--- config.mk ---
export PLATFORM = sky130hd
export DESIGN_NAME = instr_issue_queue
export DESIGN_NICKNAME = d
export VERILOG_FILES = /design/src/rtl/instr_issue_queue.sv
export SDC_FILE = /design/constraint.sdc
export NUM_CORES = 1
export LEC_CHECK = 0
export BUFFER_PORTS_ARGS = -buffer_cell sky130_fd_sc_hd__buf_2
export CORE_ASPECT_RATIO = 0.75
export CORE_MARGIN = 2
export CORE_UTILIZATION = 59
export DETAILED_ROUTE_END_ITERATION = 8
export GPL_ROUTABILITY_DRIVEN = 0
export GPL_TIMING_DRIVEN = 0
export PLACE_DENSITY_LB_ADDON = 0.25
export SYNTH_ARGS = -nofsm -noshare
export SYNTH_HDL_FRONTEND = slang
export SYNTH_SLANG_ARGS = --single-unit
--- constraint.sdc ---
create_clock -name clk -period 9.9 [get_ports clk]
set_input_delay 0.495 -clock clk [delete_from_list [all_inputs] [get_ports clk]]
set_output_delay 0.495 -clock clk [all_outputs]
set_load 0.02 [all_outputs]
--- src/rtl/instr_issue_queue.sv ---
// instr_issue_queue: FIFO of host instructions feeding the controller at one per cycle.
// Drives an all-zero NOP whenever no word is forwarded. A popped HALT_OP opcode stops
// issue (IDLE/RUN/HALTED FSM); flush empties the queue and returns to IDLE.
// Optional feature: define ILLEGAL_OP_TRAP_EN to replace opcodes 5'b00111..5'b11110
// with NOP and raise the sticky illegal_err output.
module instr_issue_queue #(
    parameter int         DEPTH   = 16,
    parameter int         INSTR_W = 64,
    parameter logic [4:0] HALT_OP = 5'b11111
) (
    input  logic                     clk,
    input  logic                     rst_n,
    input  logic                     host_valid,
    input  logic [INSTR_W-1:0]       host_instr,
    output logic                     host_ready,
    input  logic                     start,
    input  logic                     flush,
    input  logic                     stall,
    output logic [INSTR_W-1:0]       instruction,
    output logic                     issued,
    output logic                     halted,
    output logic [$clog2(DEPTH):0]   count
`ifdef ILLEGAL_OP_TRAP_EN
    ,
    output logic                     illegal_err
`endif
);

    localparam int AW = $clog2(DEPTH);
    localparam logic [AW:0] FULL_COUNT = DEPTH[AW:0];

    typedef enum logic [1:0] {
        IDLE   = 2'd0,
        RUN    = 2'd1,
        HALTED = 2'd2
    } state_t;

    state_t               state_reg, state_next;
    logic [INSTR_W-1:0]   mem [DEPTH];
    logic [AW-1:0]        wr_ptr_reg, rd_ptr_reg;
    logic [AW:0]          count_reg;
    logic [INSTR_W-1:0]   instr_reg;
    logic                 issued_reg;
    logic                 push, pop;
    logic [INSTR_W-1:0]   head_word;
    logic [4:0]           head_op;
    logic                 head_is_halt, head_is_illegal;

    assign head_word    = mem[rd_ptr_reg];
    assign head_op      = head_word[INSTR_W-1 -: 5];
    assign head_is_halt = (head_op == HALT_OP);

`ifdef ILLEGAL_OP_TRAP_EN
    assign head_is_illegal = (head_op >= 5'b00111) && (head_op <= 5'b11110);
`else
    assign head_is_illegal = 1'b0;
`endif

    // Full is judged from the registered count only, so a same-cycle pop never frees a slot.
    assign host_ready  = (count_reg != FULL_COUNT);
    assign push        = host_valid & host_ready & ~flush;
    assign instruction = instr_reg;
    assign issued      = issued_reg;
    assign halted      = (state_reg == HALTED);
    assign count       = count_reg;

    // FSM state register.
    always_ff @(posedge clk or negedge rst_n) begin
        if (!rst_n) begin
            state_reg <= IDLE;
        end else begin
            state_reg <= state_next;
        end
    end

    // Next-state and pop decision; flush overrides everything, including start.
    always_comb begin
        state_next = state_reg;
        pop        = 1'b0;
        case (state_reg)
            IDLE: begin
                if (start) state_next = RUN;
            end
            RUN: begin
                pop = (count_reg != '0) & ~stall;
                if (pop && head_is_halt) state_next = HALTED;
            end
            HALTED: begin
                if (start) state_next = RUN;
            end
            default: state_next = IDLE;
        endcase
        if (flush) begin
            state_next = IDLE;
            pop        = 1'b0;
        end
    end

    // Queue storage; contents are never reset, only pointers and count.
    always_ff @(posedge clk) begin
        if (push) mem[wr_ptr_reg] <= host_instr;
    end

    // Pointers and occupancy; pointers wrap naturally because DEPTH is a power of two.
    always_ff @(posedge clk or negedge rst_n) begin
        if (!rst_n) begin
            wr_ptr_reg <= '0;
            rd_ptr_reg <= '0;
            count_reg  <= '0;
        end else if (flush) begin
            wr_ptr_reg <= '0;
            rd_ptr_reg <= '0;
            count_reg  <= '0;
        end else begin
            if (push) wr_ptr_reg <= wr_ptr_reg + 1'b1;
            if (pop)  rd_ptr_reg <= rd_ptr_reg + 1'b1;
            case ({push, pop})
                2'b10:   count_reg <= count_reg + 1'b1;
                2'b01:   count_reg <= count_reg - 1'b1;
                default: count_reg <= count_reg;
            endcase
        end
    end

    // Output register: forward the popped word unless it is HALT or trapped; else NOP.
    always_ff @(posedge clk or negedge rst_n) begin
        if (!rst_n) begin
            instr_reg  <= '0;
            issued_reg <= 1'b0;
        end else if (pop && !head_is_halt && !head_is_illegal) begin
            instr_reg  <= head_word;
            issued_reg <= 1'b1;
        end else begin
            instr_reg  <= '0;
            issued_reg <= 1'b0;
        end
    end

`ifdef ILLEGAL_OP_TRAP_EN
    logic illegal_err_reg;

    // Sticky trap flag; only rst_n clears it.
    always_ff @(posedge clk or negedge rst_n) begin
        if (!rst_n) begin
            illegal_err_reg <= 1'b0;
        end else if (pop && head_is_illegal) begin
            illegal_err_reg <= 1'b1;
        end
    end

    assign illegal_err = illegal_err_reg;
`endif

endmodule

# After elaboration in Yosys (flattened, before gate mapping)
# Memories as Yosys holds them, arrays and structs flattened.
# Index checks and enable logic that the tools add are counted.
# totals
ff_bits,80
ram_bits,1024
output_inout_bits,72
wordCells,50
n_memories,1
# op_classes
addsub,4
n_eq_ne,8
mux,16
bitwise,5
n_reduce_logical,10
# mem_list
name,depth,word_bits,rd,rd_clocked_by_memory_dff,write_ports,line,source
mem,16,64,1,0,1,39,logic [INSTR_W-1:0] mem [DEPTH];
# ops
operator,n
64-bit two-way mux,1
4-bit two-way mux,4
5-bit one-hot mux with 2 select lines,1
"4-bit by 1-bit adder with 4-bit output, second input constant",2
2-bit two-way mux,3
"5-bit by 1-bit adder with 5-bit output, second input constant",1
"5-bit == test, second input constant",1
1-bit two-way mux,5
5-bit two-way mux,1
"5-bit != test, second input constant",1
5-bit nonzero test,1
"5-bit by 1-bit subtractor with 5-bit output, second input constant",1
"2-bit by 1-bit == test with 1-bit output, second input constant",2
"2-bit == test, second input constant",2
2-bit one-hot mux with 2 select lines,1
2-bit nonzero test,2
1-bit AND,3
"3-bit by 1-bit != test with 1-bit output, second input constant",1
"3-bit != test, second input constant",1
3-bit nonzero test,1
1-bit logical AND,2
2-bit logical NOT,1
1-bit inverter,2
2-bit AND reduction,1
2 further kinds,2

# Logic depth before layout (Yosys ltp)
# logic_depth
word_depth,7
ltp_mapped,10
depth_no_buf,10

# Worst setup path before layout
# Ideal clock, no wire load.
# synth_path
path_type,register to register
from,register count_reg[1] (netlist: count[1])
to,memory mem[15][0] (enable)
setup_ps,486
arrival_ps,4129
required_ps,9414
path_slack_ps,5284
path_stages_with_launch,5
n_path_buf,0
period_less_slack_ps,4616
cell_sequence,dfrtp_1 > nor4_4 > a21boi_1 > nand2_1 > nor2_1
# synth_between
elab_chain_len,5
# synth_lines
item,line,source
from (decl),41,logic [AW:0] count_reg;
from (signal assigned),118,2'b10: count_reg <= count_reg + 1'b1;
from (signal assigned),119,2'b01: count_reg <= count_reg - 1'b1;
from (signal assigned),120,default: count_reg <= count_reg;
5-bit != test,60,assign host_ready = (count_reg != FULL_COUNT);
1-bit AND (2 in series),61,assign push = host_valid & host_ready & ~flush;
1-bit two-way mux,101,if (push) mem[wr_ptr_reg] <= host_instr;
1-bit two-way mux (implied by the code),101,
to (decl),39,
# No other way between the ends.

# Worst setup path in the final report
# layout_path
from,register rd_ptr_reg[3]
to,register instr_reg[23] (netlist: instruction[23])
# layout_between
elab_chain_len,5
# layout_lines
item,line,source
from (decl),40,"logic [AW-1:0] wr_ptr_reg, rd_ptr_reg;"
from (signal assigned),116,if (pop) rd_ptr_reg <= rd_ptr_reg + 1'b1;
memory read 16 x 64 bit (*),n/a,
5-bit == test,51,assign head_is_halt = (head_op == HALT_OP);
1-bit logical NOT,130,end else if (pop && !head_is_halt && !head_is_illegal) begin
1-bit logical AND,130,
64-bit two-way mux (*),130,
to (signal assigned),131,instr_reg <= head_word;
to (decl),42,logic [INSTR_W-1:0] instr_reg;
# Mark *: on every way between the ends. The rest lies on a longest branch, timed or not.
# A chain may end at the register's enable or synchronous reset.

==> flow_metrics.py <==
metrics = {
    "outcome": {
        "outcome": "finished clean",
    },
    "synth": {
        "yosysSeqAreaShare": 0.789,
        "synth_area_mm2": 0.0415,
        "synthSimpleGateAreaFrac": 0.0185,
        "netlist_instances": 1690,
        "synth-warning-count": 0,
        "synthMuxAreaShare": 0.173,
        "synth_top_family_by_area": "multiplexers",
        "synth_compound_area_frac": 0.00458,
        "synth_cell_types": 43,
        "synth_fp_nets": 1767,
        "synthAdderAreaFrac": 0.00211,
        "synth_area_per_cell_um2": 24.6,
        "synth_xor_area_frac": 0.00190,
        "ys_ff_latch": 1104,
    },
    "clock_tree": {
        "path_clk_slew_ns": 0.06,
        "cts_tree": "yes",
        "htreeDepth": 3,
        "clockRootBuffer": "clkbuf_16",
        "clock_latency_ns": 0.67,
        "numCtsBuffers": 100,
        "clk_path_buf_depth": 3,
        "cts_num_sinks": 1104,
        "postCtsSetupRepairBufs": 0,
    },
    "final_layout": {
        "mostFrequentLayoutCells": "1024 x edfxtp_1, 316 x mux4_2, 155 x buf_2",
        "stdcell_count": 3018,
        "layout_commonest_cell": "edfxtp_1",
        "syn2layout_area_growth_pct": 15.5,
        "largest_reg_flops": 1024,
        "layout-drive-gt1-share": 0.347,
        "final_area_mm2": 0.0479,
        "nNetsFinal": 2062,
    },
    "power": {
        "leakagePower_nw": 15.3,
        "ir_worst_vdd_v": 0.000178,
        "p_sw_mw": 1.93,
        "p_sw_frac": 0.203,
        "p_seq_frac": 0.544,
        "power_density_mw_per_mm2": 198,
        "share_clk_of_total_power": 0.404,
        "internal-power_mw": 7.55,
        "p_comb_frac": 0.052,
    },
    "sta": {
        "relSlewSlack": 0.176,
        "setup-tns-final_ns": 0,
        "worstMarginPinSlew_ns": 1.24,
        "finalCritPeriodShare": 0.368,
        "fmax_mhz": 274,
        "drv_slew": 0,
        "setup_viol": 0,
        "skew_ns": 0.0252,
        "hold-worst-slack_ns": 0.139,
        "rsz0062_at_grt": "no",
        "fin_crit_ns": 3.64,
        "hold_viol": 0,
    },
    "drt": {
        "dr_total_vias": 19265,
        "drc": 0,
        "post_drt_wl_per_cell_um": 31.3,
        "via_per_inst": 6.38,
        "totalWireLength_um": 94300,
        "ant_nets": 0,
        "drt_pass1_iterations": 5,
        "drt_iter0_drc": 2767,
    },
    "setup_path": {
        "critPathArrivalTime_ns": 4.12,
        "rr_worst_depth": 7,
        "crit_end": "instruction[23]",
        "cp-start-kind": "flip-flop",
        "r2r-end": "instruction[23]",
        "crit_required_ns": 10.38,
        "worst-setup-path-type": "flip-flop to flip-flop",
        "crit_fanout": 10,
        "r2r_start": "rd_ptr_reg[3]",
        "timing.reg2reg.setup_slack_ns": 6.26,
        "cp-end-kind": "flip-flop",
        "startpoint": "rd_ptr_reg[3]",
    },
    "grt": {
        "overflow": 0,
        "use_met2": 0.427,
        "grt_pass1_vias": 19770,
        "gr-max-usage-layer": "met2",
        "antenna_found_initial": 8,
        "use_met1": 0.395,
        "grt_max_degree": 53,
        "grtUsageTotal": 0.270,
        "grt_pass1_wl_um": 137000,
        "grt_util_met3": 0.0532,
    },
    "die": {
        "ios": 142,
        "die_area_mm2": 0.0725,
        "die_w_um": 310,
        "die_h_um": 234,
        "core_area_mm2": 0.0699,
        "start_util": 0.594,
        "rows": 84,
    },
    "placement": {
        "io_buffers": 141,
        "placed_cell_area_mm2": 0.0447,
        "dp_cells": 2828,
        "hpwl_um": 56000,
    },
    "flow_run": {
        "maxCapViolCount": 0,
    },
    "worst_hold_path": {
        "holdCritPathClass": "input pin to flip-flop",
    },
}
-- layer usage --
| metal | routed length, um | part of all wire | vias up |
|---|---|---|---|
| met3 | 9570 | 0.10 | 168 |
| met1 | 36700 | 0.39 | 10184 |
| met2 | 45800 | 0.49 | 1118 |
| met4 | 2110 | 0.022 | 10 |
| li1 | - | - | 7785 |
| met5 | 65 | 0.00069 | - |
-- synthesized netlist by cell type --
cell type,number,area (um^2)
a2111oi_1,1,10.0
a2111oi_4,1,27.5
a211oi_1,1,7.51
a21bo_2,1,10.0
a21boi_1,1,7.51
a21oi_1,4,20.0
a221oi_1,1,8.76
a22o_1,2,17.5
a22oi_1,5,37.5
a31o_2,1,8.76
and2_1,1,6.26
and3_1,1,6.26
and4_1,1,8.76
buf_1,8,30.0
buf_2,15,75.1
buf_4,17,128
buf_6,8,90.1
clkbuf_1,32,120
clkinv_1,1,3.75
dfrtp_1,80,2000
edfxtp_1,1024,30700
ha_1,7,87.6
inv_1,4,15.0
mux2_2,3,33.8
mux2i_1,1,10.0
mux4_2,316,7120
nand2_1,16,60.1
nand2b_1,4,25.0
nand3_1,9,45.0
nand3b_1,1,7.51
nand4_1,1,6.26
nand4_2,1,12.5
nor2_1,38,143
nor2b_1,66,413
nor3_1,1,5.00
nor4_4,1,21.3
o21ai_0,1,5.00
o21ai_2,1,8.76
o22ai_1,1,6.26
o31ai_1,2,15.0
or3_1,1,6.26
xnor2_1,5,43.8
xor2_1,4,35.0
-- per-stage QoR --
stage	setup slack (ns)	power [mW]	util
6_report	6.26	9.48	0.686
5_1_grt	6.12	9.73	0.685
4_1_cts	6.29	9.53	0.685
3_5_place_dp	6.34	5.75	0.639
3_3_place_gp	1.44	5.72	0.621
2_1_floorplan	5.28	5.56	-
-- what timing repair did --
action	CTS	global route
setup endpoints to repair	0	0
gates resized for setup	0	0
endpoints found under the hold margin	28	0
hold buffers	1	0
-- power by group through the flow --
stage / registers, mW / clock network [mW] / logic, mW
2_1_floorplan: 5.27 / 0 / 0.289
5_1_grt: 5.16 / 4.04 / 0.528
3_3_place_gp: 5.26 / 0 / 0.460
4_1_cts: 5.16 / 3.87 / 0.499
3_5_place_dp: 5.25 / 0 / 0.495
6_report: 5.16 / 3.83 / 0.495
-- logic make-up (layout without fill, tap and decap cells) --
kind of cell	count (synthesis)	in the layout
AO/OA/AOI/OAI	23	23
XOR/XNOR	9	9
adder cells (fa/ha/maj)	7	7
buffers and inverters	85	465
flip-flops	1104	1104
multiplexers	320	320
other	0	2
AND/OR/NAND/NOR	142	142
-- worst max-delay path, cell delays in order, from the launching register on --
cell and delay (ns):
dfrtp_1 0.45, clkbuf_1 0.65, nand3_1 0.17, nand3_1 0.32, nand4_2 0.19, o21ai_2 0.98, buf_2 0.47, nor2b_1 0.22
-- final cells by class --
| type | instances | area [um^2] |
|---|---|---|
| clock inverters | 51 | 439 |
| diodes | 2 | 5.00 |
| repair buffers | 193 | 1870 |
| plain buffers | 80 | 443 |
| fillers | 4121 | 22000 |
| clock buffers | 136 | 2800 |
| inverters | 5 | 18.8 |
| multi-input cells | 501 | 8400 |
| well taps | 946 | 1180 |
| flip-flops and latches | 1104 | 32800 |
-- how the worst min path moves through the flow --
stage                     slack [ns]  cells after the start      endpoint          from
after global routing            0.17                      3  state_reg[0]         start
after global placement          0.46                      1  state_reg[0]  state_reg[1]
after detailed placement        0.47                      1  state_reg[0]  state_reg[1]
after floorplan                 0.20                      0      count[0]         rst_n
after CTS                       0.11                      3  state_reg[0]         start
final                           0.14                      3  state_reg[0]         start
No activity file was read; power rests on OpenSTA's default activity.
